**src/rtl/bus20_initiator.sv**
```systemverilog
// 68020-style bus initiator: splits one internal transfer into AS20/DS20 bus cycles,
// terminated by DSACK with dynamic sizing to 32/16/8-bit ports, BERR and a WAIT timeout.
module bus20_initiator #(
    parameter int TIMEOUT = 255
) (
    input  logic        CLKCPU,
    input  logic        RESET,
    input  logic        REQ,
    input  logic        REQ_RW,
    input  logic [23:0] REQ_ADDR,
    input  logic [1:0]  REQ_SIZE,
    input  logic [31:0] REQ_WDATA,
    output logic [31:0] RDATA,
    output logic        ACK,
    output logic        ERR,
    output logic        BUSY,
    output logic [23:0] A,
    output logic [1:0]  SIZ,
    output logic        AS20,
    output logic        DS20,
    output logic        RW20,
    output logic [31:0] D_OUT,
    output logic        D_OE,
    input  logic [31:0] D_IN,
    input  logic [1:0]  DSACK,
    input  logic        BERR
);

    typedef enum logic [2:0] {ST_IDLE, ST_S0, ST_S1, ST_WAIT, ST_S3, ST_DONE} state_t;

    state_t      state_reg;
    logic        rw_reg;
    logic        err_reg;
    logic [23:0] addr_reg;
    logic [2:0]  cnt_reg;
    logic [31:0] wdata_reg;
    logic [31:0] acc_reg;
    logic [7:0]  tmo_reg;

    logic [2:0]  req_bytes;
    logic        req_misaligned;
    logic [2:0]  port_bytes;
    logic [1:0]  port_off;
    logic [2:0]  room;
    logic [2:0]  take;
    logic [2:0]  lane_shift;
    logic [31:0] lane_data;
    logic [31:0] acc_next;

    // Replicate the remaining right-justified operand so every port width sees its bytes.
    function automatic logic [31:0] replicate(input logic [31:0] d, input logic [2:0] n);
        case (n)
            3'd1:    replicate = {4{d[7:0]}};
            3'd2:    replicate = {2{d[15:0]}};
            3'd3:    replicate = {d[23:0], d[23:16]};
            default: replicate = d;
        endcase
    endfunction

    function automatic logic [31:0] byte_mask(input logic [2:0] n);
        case (n)
            3'd1:    byte_mask = 32'h0000_00FF;
            3'd2:    byte_mask = 32'h0000_FFFF;
            3'd3:    byte_mask = 32'h00FF_FFFF;
            default: byte_mask = 32'hFFFF_FFFF;
        endcase
    endfunction

    always_comb begin
        case (REQ_SIZE)
            2'd0:    req_bytes = 3'd1;
            2'd1:    req_bytes = 3'd2;
            default: req_bytes = 3'd4;
        endcase
        req_misaligned = (REQ_SIZE == 2'd1 && REQ_ADDR[0]) ||
                         (REQ_SIZE[1] && REQ_ADDR[1:0] != 2'b00);
    end

    // Bytes accepted by the responding port this cycle and where they sit on D.
    always_comb begin
        case (DSACK)
            2'b00: begin port_bytes = 3'd4; port_off = addr_reg[1:0];       end
            2'b01: begin port_bytes = 3'd2; port_off = {1'b0, addr_reg[0]}; end
            default: begin port_bytes = 3'd1; port_off = 2'b00;             end
        endcase
        room       = port_bytes - {1'b0, port_off};
        take       = (cnt_reg < room) ? cnt_reg : room;
        lane_shift = 3'd4 - {1'b0, port_off} - take;
        lane_data  = (D_IN >> {lane_shift, 3'b000}) & byte_mask(take);
        acc_next   = (acc_reg << {take, 3'b000}) | lane_data;
    end

    always_ff @(posedge CLKCPU or posedge RESET) begin
        if (RESET) begin
            state_reg <= ST_IDLE;
            rw_reg    <= 1'b1;
            err_reg   <= 1'b0;
            addr_reg  <= '0;
            cnt_reg   <= '0;
            wdata_reg <= '0;
            acc_reg   <= '0;
            tmo_reg   <= '0;
            RDATA     <= '0;
            ACK       <= 1'b0;
            ERR       <= 1'b0;
            BUSY      <= 1'b0;
            A         <= '0;
            SIZ       <= 2'b00;
            AS20      <= 1'b1;
            DS20      <= 1'b1;
            RW20      <= 1'b1;
            D_OUT     <= '0;
            D_OE      <= 1'b0;
        end else begin
            case (state_reg)
                ST_IDLE: begin
                    if (REQ) begin
                        BUSY      <= 1'b1;
                        rw_reg    <= REQ_RW;
                        wdata_reg <= REQ_WDATA;
                        addr_reg  <= REQ_ADDR;
                        acc_reg   <= '0;
                        err_reg   <= 1'b0;
                        if (req_misaligned) begin
                            ACK       <= 1'b1;
                            ERR       <= 1'b1;
                            RDATA     <= '0;
                            state_reg <= ST_DONE;
                        end else begin
                            cnt_reg   <= req_bytes;
                            A         <= REQ_ADDR;
                            SIZ       <= req_bytes[1:0];
                            RW20      <= REQ_RW;
                            D_OE      <= ~REQ_RW;
                            D_OUT     <= REQ_RW ? 32'h0 : replicate(REQ_WDATA, req_bytes);
                            state_reg <= ST_S0;
                        end
                    end
                end
                ST_S0: begin
                    tmo_reg   <= '0;
                    AS20      <= 1'b0;
                    if (rw_reg)
                        DS20 <= 1'b0;
                    state_reg <= ST_S1;
                end
                ST_S1: begin
                    DS20      <= 1'b0;
                    state_reg <= ST_WAIT;
                end
                ST_WAIT: begin
                    if (!BERR) begin
                        AS20      <= 1'b1;
                        DS20      <= 1'b1;
                        err_reg   <= 1'b1;
                        state_reg <= ST_S3;
                    end else if (DSACK != 2'b11) begin
                        if (rw_reg)
                            acc_reg <= acc_next;
                        addr_reg  <= addr_reg + {21'd0, take};
                        cnt_reg   <= cnt_reg - take;
                        AS20      <= 1'b1;
                        DS20      <= 1'b1;
                        state_reg <= ST_S3;
                    end else begin
                        tmo_reg <= tmo_reg + 8'd1;
                        if (tmo_reg == 8'(TIMEOUT - 1)) begin
                            AS20      <= 1'b1;
                            DS20      <= 1'b1;
                            err_reg   <= 1'b1;
                            state_reg <= ST_S3;
                        end
                    end
                end
                ST_S3: begin
                    // An errored cycle does not wait for the responder to release DSACK.
                    if (err_reg || DSACK == 2'b11) begin
                        D_OE <= 1'b0;
                        if (!err_reg && cnt_reg != 3'd0) begin
                            A         <= addr_reg;
                            SIZ       <= cnt_reg[1:0];
                            D_OE      <= ~rw_reg;
                            D_OUT     <= rw_reg ? 32'h0 : replicate(wdata_reg, cnt_reg);
                            state_reg <= ST_S0;
                        end else begin
                            ACK       <= 1'b1;
                            ERR       <= err_reg;
                            RDATA     <= (rw_reg && !err_reg) ? acc_reg : 32'h0;
                            state_reg <= ST_DONE;
                        end
                    end
                end
                ST_DONE: begin
                    ACK       <= 1'b0;
                    ERR       <= 1'b0;
                    BUSY      <= 1'b0;
                    RW20      <= 1'b1;
                    state_reg <= ST_IDLE;
                end
                default: state_reg <= ST_IDLE;
            endcase
        end
    end

endmodule
```
**config.mk**
```make
export PLATFORM = sky130hd
export DESIGN_NAME = bus20_initiator
export DESIGN_NICKNAME = d
export VERILOG_FILES = /design/src/rtl/bus20_initiator.sv
export SDC_FILE = /design/constraint.sdc
export NUM_CORES = 1
export LEC_CHECK = 0
export BUFFER_PORTS_ARGS = -buffer_cell sky130_fd_sc_hd__buf_2
export CAP_MARGIN = 25
export CORE_MARGIN = 2
export CORE_UTILIZATION = 62
export CTS_CLUSTER_SIZE = 12
export DETAILED_ROUTE_END_ITERATION = 8
export PLACE_DENSITY_LB_ADDON = 0.25
export SYNTH_ARGS = -nofsm -noshare
export SYNTH_HDL_FRONTEND = slang
export SYNTH_SLANG_ARGS = --single-unit
export TNS_END_PERCENT = 20
```
**constraint.sdc**
```tcl
create_clock -name CLKCPU -period 12.8 [get_ports CLKCPU]
set_clock_uncertainty 0.05 [all_clocks]
set_input_delay 0.64 -clock CLKCPU [delete_from_list [all_inputs] [get_ports CLKCPU]]
set_output_delay 0.64 -clock CLKCPU [all_outputs]
set_load 0.01 [all_outputs]
```
After elaboration in Yosys (flattened, before gate mapping):

Index checks and enable logic that the tools add are counted.

* flip-flop bits (word level): 201
* bits in latches: 0
* bits in writable memories: 0
* ROM bits: 0
* input bits: 97
* output and inout port bits: 97
* logic and storage cells: 181
* memories: 0

* add/sub/neg operators: 6
* $mul: 0
* div/mod/pow operators: 0
* magnitude comparators: 1
* equality and inequality tests: 33
* shift operators: 2
* mux-type cells: 83
* bitwise operators: 4
* reduce and logical (&&, ||, !) cells: 33

Operators by type and width (number)
* 2-to-1 mux 32 bit: 15
* one-hot mux 32 bit (3 select lines): 3
* one-hot mux 32 bit (2 select lines): 3
* 2-to-1 mux 24 bit: 7
* one-hot mux 24 bit (2 select lines): 2
* 2-to-1 mux 3 bit: 12
* AND 32 bit: 1
* OR 32 bit: 1
* << shifter 32 x 6 -> 32 bit: 1
* >> shifter 32 x 6 -> 32 bit: 1
* AND reduction 5 bit: 5
* adder 24 x 3 -> 24 bit: 1
* == test 3 x 2 -> 1 bit, second input constant: 8
* != test 2 bit, second input constant: 12
* 2-to-1 mux 1 bit: 20
* one-hot mux 3 bit (2 select lines): 3
* 2-to-1 mux 8 bit: 2
* one-hot mux 8 bit (2 select lines): 1
* one-hot mux 3 bit (5 select lines): 1
* == test 3 x 1 -> 1 bit, second input constant: 4
* AND reduction 3 bit: 4
* AND reduction 4 bit: 3
* one-hot mux 1 bit (2 select lines): 5
* nonzero test 2 bit: 5
* other kinds (22): 42

Longest topological paths before layout:

Gate-level depths: netlist (run 1).

* word-level depth: 13
* depth in mapped cells: 17
* gate-level depth less buffers: 15

Worst setup path before layout (run 1):

No wires, ideal clock.

* path kind: input to register
* from: in DSACK[1]
* to: reg acc_reg[8]
* setup time: 126 ps
* arrival time: 4272 ps
* setup slack: 8352 ps
* cell stages on the path: 16
* cell sequence: buf_2 -> o21bai_1 -> ha_1 -> mux2i_1 -> ha_1 -> a21o_1 -> a22oi_2 -> nand2_1 -> ha_1 -> inv_1 -> ha_1 -> clkbuf_1 -> buf_1 -> clkbuf_1 -> o22ai_1 -> a221o_1

* cells in the longest elaborated chain, start to end: 13
* elaborated cells on any way between the ends: 24

Ends and longest elaborated chain
* start: declaration: line 25 `input logic [1:0] DSACK,`
* == test 2 x 1 -> 1 bit / zero test 2 bit (equally long branches): line 81 `case (DSACK)`
* one-hot mux 3 bit (2 select lines) / one-hot mux 2 bit (2 select lines) (equally long branches): line 81
* subtractor 3 x 2 -> 3 bit: line 86 `room = port_bytes - {1'b0, port_off};`
* less-than comparator 3 bit: line 87 `take = (cnt_reg < room) ? cnt_reg : room;`
* 2-to-1 mux 3 bit: line 87
* subtractor 3 bit, or another cell as far along: line 88 `lane_shift = 3'd4 - {1'b0, port_off} - take;`
* >> shifter 32 x 6 -> 32 bit / one-hot mux 32 bit (3 select lines) (equally long branches): line 89, 61
* AND 32 bit: line 89 `lane_data = (D_IN >> {lane_shift, 3'b000}) & byte_mask(take);`
* OR 32 bit: line 90 `acc_next = (acc_reg << {take, 3'b000}) | lane_data;`
* 2-to-1 mux 32 bit: line 158 `if (rw_reg)`
* 2-to-1 mux 32 bit: line 157 `end else if (DSACK != 2'b11) begin`
* 2-to-1 mux 32 bit: line 152 `if (!BERR) begin`
* one-hot mux 32 bit (2 select lines): line 115 `case (state_reg)`
* end signal: assignment: line 159 `acc_reg <= acc_next;`
* end: declaration: line 37 `logic [31:0] acc_reg;`

Parallel ways exist; a longest one is shown, timed or not. The select of a mux whose other input is x is not followed.
A chain may end at the register's enable or synchronous reset.

Worst setup path in the final report (run 1):

* from: reg addr_reg[1]
* to: reg addr_reg[16]

* cells in the longest elaborated chain, start to end: 8

Ends and longest elaborated chain
* start: declaration: line 34 `logic [23:0] addr_reg;`
* start signal: assignment: line 160 `addr_reg <= addr_reg + {21'd0, take};`
* one-hot mux 2 bit (2 select lines): line 81
* subtractor 3 x 2 -> 3 bit: line 86
* less-than comparator 3 bit: line 87
* 2-to-1 mux 3 bit: line 87
* adder 24 x 3 -> 24 bit *: line 160
* 2-to-1 mux 24 bit *: line 157
* 2-to-1 mux 24 bit *: line 152
* one-hot mux 24 bit (2 select lines) *: line 115

Every way passes the cells marked *; elsewhere a longest branch is shown, timed or not. The select of a mux whose other input is x is not followed.

==> impl_metrics.toml, run 1 <==
[outcome]
run_status = "finished, final reports clean"

[cts]
clock_path_buffers = 3
clk_pin_slew_ps = 60
cts_buffers = 23
cts_hold_buf = 0
cts.sinks = 201
cts-resized-gates = 0
clk_latency_ps = 510
cts_root_buffer = "clkbuf_16"
post-cts-setup-buffers = 0
tritoncts = "built"
h-tree-depth = 1

[worst_setup_path]
cpMostUsedCell = "ha_1"
arrival_ps = 5000
cp-start-kind = "flop"
cp_max_fo = 18
r2r_cells = 14
end_kind = "flop"
cp_cell_sequence = "o21bai_1 -> ha_1 -> mux2i_1 -> ha_1 -> a21o_1 -> a311o_1 -> nand2_1 -> inv_2 -> fa_1 -> nor2b_1 -> o21ai_0 -> nor4_1 -> a21oi_1 -> o22a_1"
reg2reg_setup_slack_ps = 8150
startpoint = "addr_reg[1]"
cp-endpoint = "addr_reg[16]"
cp.required_ps = 13150
r2r_start = "addr_reg[1]"
crit_type = "flop to flop"
critical_path.max_stage_delay_ps = 730
worstReg2RegEnd = "addr_reg[16]"
critPathSlowestCell = "nor4_1"

[die]
row_count = 50
dieHeight_um = 141
initial_core_util = 0.626
core_region_area_sq_mm = 0.0186
dieArea_sq_mm = 0.0199
num_io_pins = 194
die_w_um = 141

[flow_run]
maxCapViolCount = 0

[min_path]
hold_path_class = "input pin to flop"
min_delay_path_depth = 3

[placed_design]
gp_congestion = 0.848
dpl.hpwl_um = 20600
place_ws_ps = 7820
placed_area_sq_mm = 0.0126
io_buffers = 193

[logic_synthesis]
synth.top_cell.area_share = 0.424
syn_inst = 1223
synth_top_area_cell = "dfrtp_1"
synth_area_leaders = "dfrtp_1 (42%), mux2i_1 (7.9%), mux2_2 (4.6%)"
ys_seq_area_frac = 0.433
syn_nets = 1336
dominantRegCellSynth = "dfrtp_1"
syn_area_sq_mm = 0.0116
synthArstFlopShare = 1.00
synth_edf_count = 0
synth_seq_cells = 201
ys_types = 80
syn_area_per_cell_sq_um = 9.51
ys_warn_count = 0

[final_layout]
nets = 1481
final_util = 0.719
drive_above_1_share = 0.231
syn2layout_area_growth_pct = 14.9
final_area_sq_mm = 0.0134

[power]
ir_drop_mv = 0.173
p_per_area_mw_per_mm2 = 249
seq_power_share = 0.348
power.switching_mw = 1.43
p_sw_frac = 0.428
power.internal_mw = 1.91
power_frac_clock = 0.192
power_frac_comb = 0.460
leakage_nw = 5.99

[drt]
highest_layer = "met5"
drt-total-wl_um = 31100
vias = 10243
viasPerCell = 6.33
drtPass1Iterations = 6
dr_wl_met3_um = 2230
drt-met1-wl_um = 13200
drc = 0
dr_wl_met2_um = 14900
dr.first_iter.drc_count = 808
postRouteAntennaNets = 0
wire_per_inst_um = 19.2

[grt]
grt_pass1_wl_um = 50100
grt_usage = 0.308
grt_max_degree = 138
overflow = 0
grt_pass1_vias = 9649
antenna_found_initial = 2

[timing]
tns_ps = 0
max_freq_mhz = 215
setup_violations = 0
worst_pin_slew_ps = 1120
relSlewSlack = 0.247
fin_ws_ps = 8150
timing.hold.ws_ps = 312
finalCriticalPeriod_ps = 4650
finalHoldViolCount = 0
rsz0062_at_grt = "no"
maxSlewViolCount = 0
fin_crit_sh = 0.364
==> per-stage QoR <==
| stage | instances | power [mW] |
|---|---|---|
| 3_3_place_gp | 1574 | 2.61 |
| 6_report | 1617 | 3.33 |
| 5_1_grt | 1616 | 3.55 |
| 4_1_cts | 1613 | 3.32 |
| 3_5_place_dp | 1575 | 2.67 |
| 2_1_floorplan | 1223 | 2.26 |
==> Yosys cell counts, types with 4 or more instances <==
cell type / count
o22a_1: 9
buf_2: 19
nand2_1: 107
or3_1: 5
a221oi_1: 8
inv_1: 53
a211oi_1: 7
buf_6: 9
a22oi_1: 11
nor3_1: 12
buf_1: 12
dfrtp_1: 197
o211ai_1: 8
and3_1: 13
nand3_1: 59
nor2_1: 85
xnor2_1: 4
mux2i_1: 92
o21ai_1: 12
nand4_1: 11
a31oi_1: 16
a32o_1: 8
o221ai_1: 32
o21a_1: 18
xor2_1: 6
a21oi_1: 50
a221o_1: 16
dfstp_2: 4
nor2b_1: 19
ha_1: 14
nand2b_1: 9
o21ai_0: 94
a211o_1: 13
o22ai_1: 13
and2_1: 11
clkbuf_1: 48
mux2_2: 47
o31a_1: 4
o2bb2ai_1: 5
==> how the worst min path moves through the flow <==
stage                             start  slack [ps]            end
after floorplan             acc_reg[24]         410      RDATA[24]
after global placement           SIZ[1]         400         SIZ[1]
after detailed placement         SIZ[1]         410         SIZ[1]
after CTS                 REQ_WDATA[23]         300  wdata_reg[23]
after global routing      REQ_WDATA[25]         320  wdata_reg[25]
final                     REQ_WDATA[23]         310  wdata_reg[23]
==> routing by layer <==
| metal | vias up | global-route usage |
|---|---|---|
| met5 | - | 0 |
| met4 | 2 | 0.0974 |
| met3 | 71 | 0.0438 |
| met2 | 449 | 0.503 |
| met1 | 4947 | 0.429 |
| li1 | 4774 | - |
==> critical path, delay by kind of cell (launching register included) <==
family,cells,cell delay [ps]
DFF,1,420
AOI/OAI and AO/OA,6,1450
adders and majority gates,3,990
muxes,1,300
and+or+nand+nor,3,1110
buffers and inverters,1,220
==> cell usage in the layout (no fill, tap or decap), drive strengths merged, types with 14 or more instances in the layout <==
cell	count
a21oi	52
a221o	16
a31oi	16
buf	213
clkbuf	33
dfrtp	197
ha	14
inv	57
mux2	48
mux2i	92
nand2	107
nand3	59
nor2	86
nor2b	19
o21a	18
o21ai	106
o221ai	32
==> area by class of cell <==
cell class	instances	area, sq um
clock inverters	5	57.6
multi-input cells	872	5940
diodes	2	5.00
fillers	1438	5220
clock buffers	33	663
well taps	234	293
flip-flops and latches	201	5030
inverters	56	218
repair buffers	214	1150
==> power groups by stage <==
stage | logic, mW | clock network [mW] | registers [mW]
2_1_floorplan | 1.15 | 0 | 1.11
4_1_cts | 1.52 | 0.647 | 1.15
3_3_place_gp | 1.46 | 0 | 1.15
3_5_place_dp | 1.51 | 0 | 1.16
5_1_grt | 1.69 | 0.670 | 1.20
6_report | 1.53 | 0.640 | 1.16
==> cells by family after synthesis <==
kind of cell               share of synthesized area
adders and majority gates                     0.0185
muxes                                          0.126
and+or+nand+nor                                0.146
AOI/OAI and AO/OA                              0.211
DFF                                            0.433
xor gates and xnor gates                     0.00753
buffers and inverters                         0.0576
No activity file was read; power rests on OpenSTA's default activity.
==> run 2: changes to the inputs <==
CORE_UTILIZATION = 52   (was 62)
clock period = 3.98 ns   (was 12.8 ns; I/O delays follow)
==> impl_metrics.toml, run 2 (synthesis gave the netlist of run 1 again) <==
[outcome]
run_status = "finished, final reports clean"

[power]
power.internal_mw = 6.55
seq_power_share = 0.321
leakage_nw = 6.43
power_frac_comb = 0.473
power.switching_mw = 4.70
ir_drop_mv = 0.475
power_frac_clock = 0.206
p_sw_frac = 0.418
p_per_area_mw_per_mm2 = 783

[drt]
drc = 0
postRouteAntennaNets = 0
drt-total-wl_um = 33100
vias = 10449
drtPass1Iterations = 5
viasPerCell = 5.97
wire_per_inst_um = 18.9
dr.first_iter.drc_count = 1015

[worst_setup_path]
arrival_ps = 4190
path_buf_inv = 2
startpoint = "addr_reg[1]"
cp-endpoint = "acc_reg[26]"
worstReg2RegEnd = "acc_reg[26]"
critical_path.max_stage_delay_ps = 440
reg2reg_setup_slack_ps = 130
cpMostUsedCell = "ha_1"
critPathSlowestCell = "a311o_2"
cp_max_fo = 6
cp.required_ps = 4320
end_kind = "flop"
cp-start-kind = "flop"
path_depth = 16
r2r_start = "addr_reg[1]"
critical_path.top_delay_family = "compound AO/OA/AOI/OAI gates"
crit_type = "flop to flop"
r2r_cells = 16
cp_cell_sequence = "o21bai_2 -> ha_1 -> mux2i_2 -> ha_4 -> a21o_1 -> a311o_2 -> nand2_2 -> ha_1 -> inv_1 -> ha_1 -> xnor2_1 -> xnor2_2 -> nor3_2 -> nor3b_4 -> buf_4 -> a221o_1"

[timing]
finalCriticalPeriod_ps = 3850
maxSlewViolCount = 0
tns_ps = 0
relSlewSlack = 0.363
worst_pin_slew_ps = 952
finalHoldViolCount = 0
max_freq_mhz = 260
fin_ws_ps = 129
setup_violations = 0
fin_crit_sh = 0.968

[cts]
h-tree-depth = 1
clock_path_buffers = 3
clk_pin_slew_ps = 60
cts_buffers = 24
clk_latency_ps = 510
cts.sinks = 201
cts_root_buffer = "clkbuf_16"
tritoncts = "built"

[final_layout]
final_util = 0.657
mostFrequentLayoutCells = "dfrtp_1 (197), buf_2 (193), nand2_1 (106), o21ai_0 (93), mux2i_1 (91)"
syn2layout_area_growth_pct = 23.6
antenna_cells = 0
nets = 1566
drive_above_1_share = 0.242
final_common_cell = "dfrtp_1"

[die]
row_count = 54
initial_core_util = 0.531
dieArea_sq_mm = 0.0236
die_w_um = 154
dieHeight_um = 154
core_region_area_sq_mm = 0.0219
num_io_pins = 194

[flow_run]
maxCapViolCount = 0

[grt]
overflow = 0
grt_pass1_vias = 10249
grt_max_degree = 107
grt_usage = 0.274
grt_pass1_wl_um = 53700
antenna_found_initial = 0

[placed_design]
place_ws_ps = -28.2
dpl.hpwl_um = 21500
gp_congestion = 0.865
io_buffers = 193

[min_path]
hold_path_class = "input pin to flop"
run 2: cell types whose count changed in the layout (fill, tap and decap cells not counted), sizes merged, moves of 2 or more:
cell and delta:
dlygate4sd3 +63, buf +21, clkbuf +5, inv -3
diode -2
run 2: timing repair:
action                     4_1_cts  5_1_grt
gates resized for setup          2        9
hold buffers                    64        0
setup buffers                    0        2
setup endpoints to repair       12       33
hold endpoints to repair       106        0
pin swaps                        0        1
gates cloned                     0        0
run 2: routing by layer:
| metal | share of wire | wire length (um) | global-route usage |
|---|---|---|---|
| met5 | 0 | 0 | 0 |
| met4 | 0.028 | 930 | 0.0861 |
| met3 | 0.064 | 2100 | 0.0445 |
| met2 | 0.48 | 15700 | 0.447 |
| met1 | 0.43 | 14300 | 0.378 |
run 2: metrics by stage:
stage | total power, mW | instances | cell area [sq um] | hold WS (ps)
after detailed placement | 8.79 | 1641 | 12800 | 293
after global routing | 12.0 | 1750 | 14400 | 22.8
after global placement | 8.63 | 1641 | 12800 | 291
after CTS | 11.2 | 1748 | 14300 | 8.70
after floorplan | 7.28 | 1223 | 11600 | 258
final | 11.3 | 1750 | 14400 | 23.9
run 2: worst min-delay path by stage:
stage / depth (start not counted) / start / slack, ps / to
final: 4 / BERR / 20 / err_reg
after global routing: 3 / REQ_ADDR[20] / 20 / A[20]
after CTS: 4 / BERR / 9 / err_reg
after detailed placement: 2 / RESET / 290 / A[5]
after global placement: 2 / RESET / 290 / A[5]
after floorplan: 2 / REQ_RW / 260 / rw_reg
run 2: power by group through the flow:
stage	Combinational, mW	Clock [mW]	Sequential [mW]
3_3_place_gp	5.04	0	3.59
5_1_grt	5.84	2.45	3.73
4_1_cts	5.25	2.36	3.59
2_1_floorplan	3.71	0	3.57
3_5_place_dp	5.17	0	3.61
6_report	5.32	2.32	3.61
run 2: layout make-up:
class                      count  area, sq um
fill                        1785         7510
clock inverter                 5         75.1
timing repair buffer         298         1940
inverter                      56          214
sequential                   201         5030
tap                          280          350
multi-input combinational    872         5990
clock buffer                  38          774
run 2: tightest hold or removal path, delay by kind of cell:
family / cells / cell delay (ps)
compound gates: 2 / 140
buf+inv: 1 / 120
simple gates: 1 / 80
==> run 3: changes to the inputs <==
BUFFER_PORTS_ARGS = -buffer_cell sky130_fd_sc_hd__buf_4   (was -buffer_cell sky130_fd_sc_hd__buf_2)
CTS_CLUSTER_DIAMETER = 40   (was not set)
==> impl_metrics.toml, run 3 (synthesis gave the netlist of run 1 again) <==
[timing]
finalCriticalPeriod_ps = 3820
tns_ps = 0
worst_pin_slew_ps = 831
fin_crit_sh = 0.959
fin_ws_ps = 164
timing.hold.ws_ps = 10.3
max_freq_mhz = 262
setup_violations = 0
finalHoldViolCount = 0
maxSlewViolCount = 0
relSlewSlack = 0.446

[final_layout]
drive_above_1_share = 0.247
syn2layout_area_growth_pct = 30.5
seq_area_sq_mm = 0.00503
mostFrequentLayoutCells = "buf_4 (221), dfrtp_1 (197), nand2_1 (106), o21ai_0 (93), mux2i_1 (91)"
final_common_cell = "buf_4"
final_area_sq_mm = 0.0152
multiInputGateArea_sq_mm = 0.00599
fillCellCount = 1702
stdcell_count = 1757
antenna_cells = 0
final_util = 0.693
nets = 1566

[drt]
drtPass1Iterations = 5
dr.first_iter.drc_count = 884
vias = 10665
postRouteAntennaNets = 0
wire_per_inst_um = 19.4
viasPerCell = 6.07
drc = 0
drt-total-wl_um = 34000

[placed_design]
io_buffers = 193
dpl.hpwl_um = 21300
place_ws_ps = -47.7
dp_cells = 1633
gp_congestion = 0.875
placed_area_sq_mm = 0.0133

[cts]
cts_buffers = 34
clock_path_buffers = 3
clk_latency_ps = 500
cts.sinks = 201
h-tree-depth = 2
tritoncts = "built"
cts_root_buffer = "clkbuf_16"
clk_pin_slew_ps = 60

[worst_setup_path]
worstReg2RegEnd = "acc_reg[26]"
critPathSlowestCell = "dfrtp_1"
cp-start-kind = "flop"
r2r_cells = 16
r2r_start = "addr_reg[1]"
critical_path.top_delay_family = "compound AO/OA/AOI/OAI gates"
arrival_ps = 4150
crit_type = "flop to flop"
path_buf_inv = 2
cp.required_ps = 4310
cp-endpoint = "acc_reg[26]"
critical_path.max_stage_delay_ps = 410
cp_max_fo = 8
startpoint = "addr_reg[1]"
cpMostUsedCell = "ha_1"
cp_cell_sequence = "o21bai_1 -> ha_1 -> mux2i_2 -> ha_4 -> a21o_1 -> a311o_2 -> nand2_2 -> ha_1 -> inv_1 -> ha_1 -> xnor2_1 -> xnor2_2 -> nor3_2 -> nor3b_4 -> buf_12 -> a221o_1"
path_depth = 16
reg2reg_setup_slack_ps = 160
end_kind = "flop"

[power]
total_power_mw = 12.3
ir_drop_mv = 0.449
power.internal_mw = 7.41
power_frac_comb = 0.446
leakage_nw = 6.69
p_per_area_mw_per_mm2 = 814
power.switching_mw = 4.94
seq_power_share = 0.298
p_sw_frac = 0.400
power_frac_clock = 0.255

[grt]
overflow = 0
met1_usage = 0.378
antenna_found_initial = 0
top_usage_layer = "met2"
grt_usage = 0.286
grt_pass1_wl_um = 55600
use_met2 = 0.475
grtUsageMet3 = 0.0474
grt_max_degree = 103
grt_pass1_vias = 10657

[die]
initial_core_util = 0.531
row_count = 54
die_w_um = 154
dieHeight_um = 154
num_io_pins = 194
dieArea_sq_mm = 0.0236
core_region_area_sq_mm = 0.0219

[min_path]
hold_path_class = "input pin to flop"
min_delay_path_depth = 3

[outcome]
run_status = "finished, final reports clean"

[flow_run]
maxCapViolCount = 0
run 3: worst min path at each step:
| stage | start | slack [ps] | to |
|---|---|---|---|
| floorplan | REQ_RW | 260 | rw_reg |
| global placement | RESET | 360 | RDATA[19] |
| detailed placement | RESET | 360 | RDATA[31] |
| CTS | D_IN[16] | 2 | acc_reg[16] |
| global route | REQ_ADDR[22] | 20 | A[22] |
| finish | REQ_ADDR[16] | 10 | A[16] |
run 3: layout make-up:
type,count,area share
multi-input combinational,872,0.394
sequential,201,0.332
timing repair buffer,288,0.156
clock buffer,40,0.0609
tap,280,0.0231
clock inverter,20,0.0194
inverter,56,0.0141
run 3: power by group through the flow:
stage | combinational (mW) | sequential, mW | clock (mW)
floorplan | 3.71 | 3.57 | 0
global placement | 5.20 | 3.64 | 0
detailed placement | 5.32 | 3.67 | 0
CTS | 5.42 | 3.65 | 3.19
global route | 6.02 | 3.79 | 3.29
finish | 5.51 | 3.68 | 3.15
run 3: layer usage:
| layer | up-vias | routed length, um |
|---|---|---|
| met2 | 447 | 16400 |
| li1 | 4956 | - |
| met5 | - | 0 |
| met3 | 85 | 2150 |
| met1 | 5177 | 14500 |
| met4 | 0 | 1010 |
run 3: timing repair:
item,in CTS,in global routing
hold endpoints to repair,179,0
resized for setup,2,9
pin swaps,0,3
hold buffers,63,0
setup endpoints to repair,11,33
buffers inserted,0,1
run 3: tightest hold or removal path: cells and delay by family:
| family | cells | cell delay [ps] |
|---|---|---|
| compound gates | 1 | 170 |
| buf+inv | 1 | 90 |
| mux | 1 | 50 |
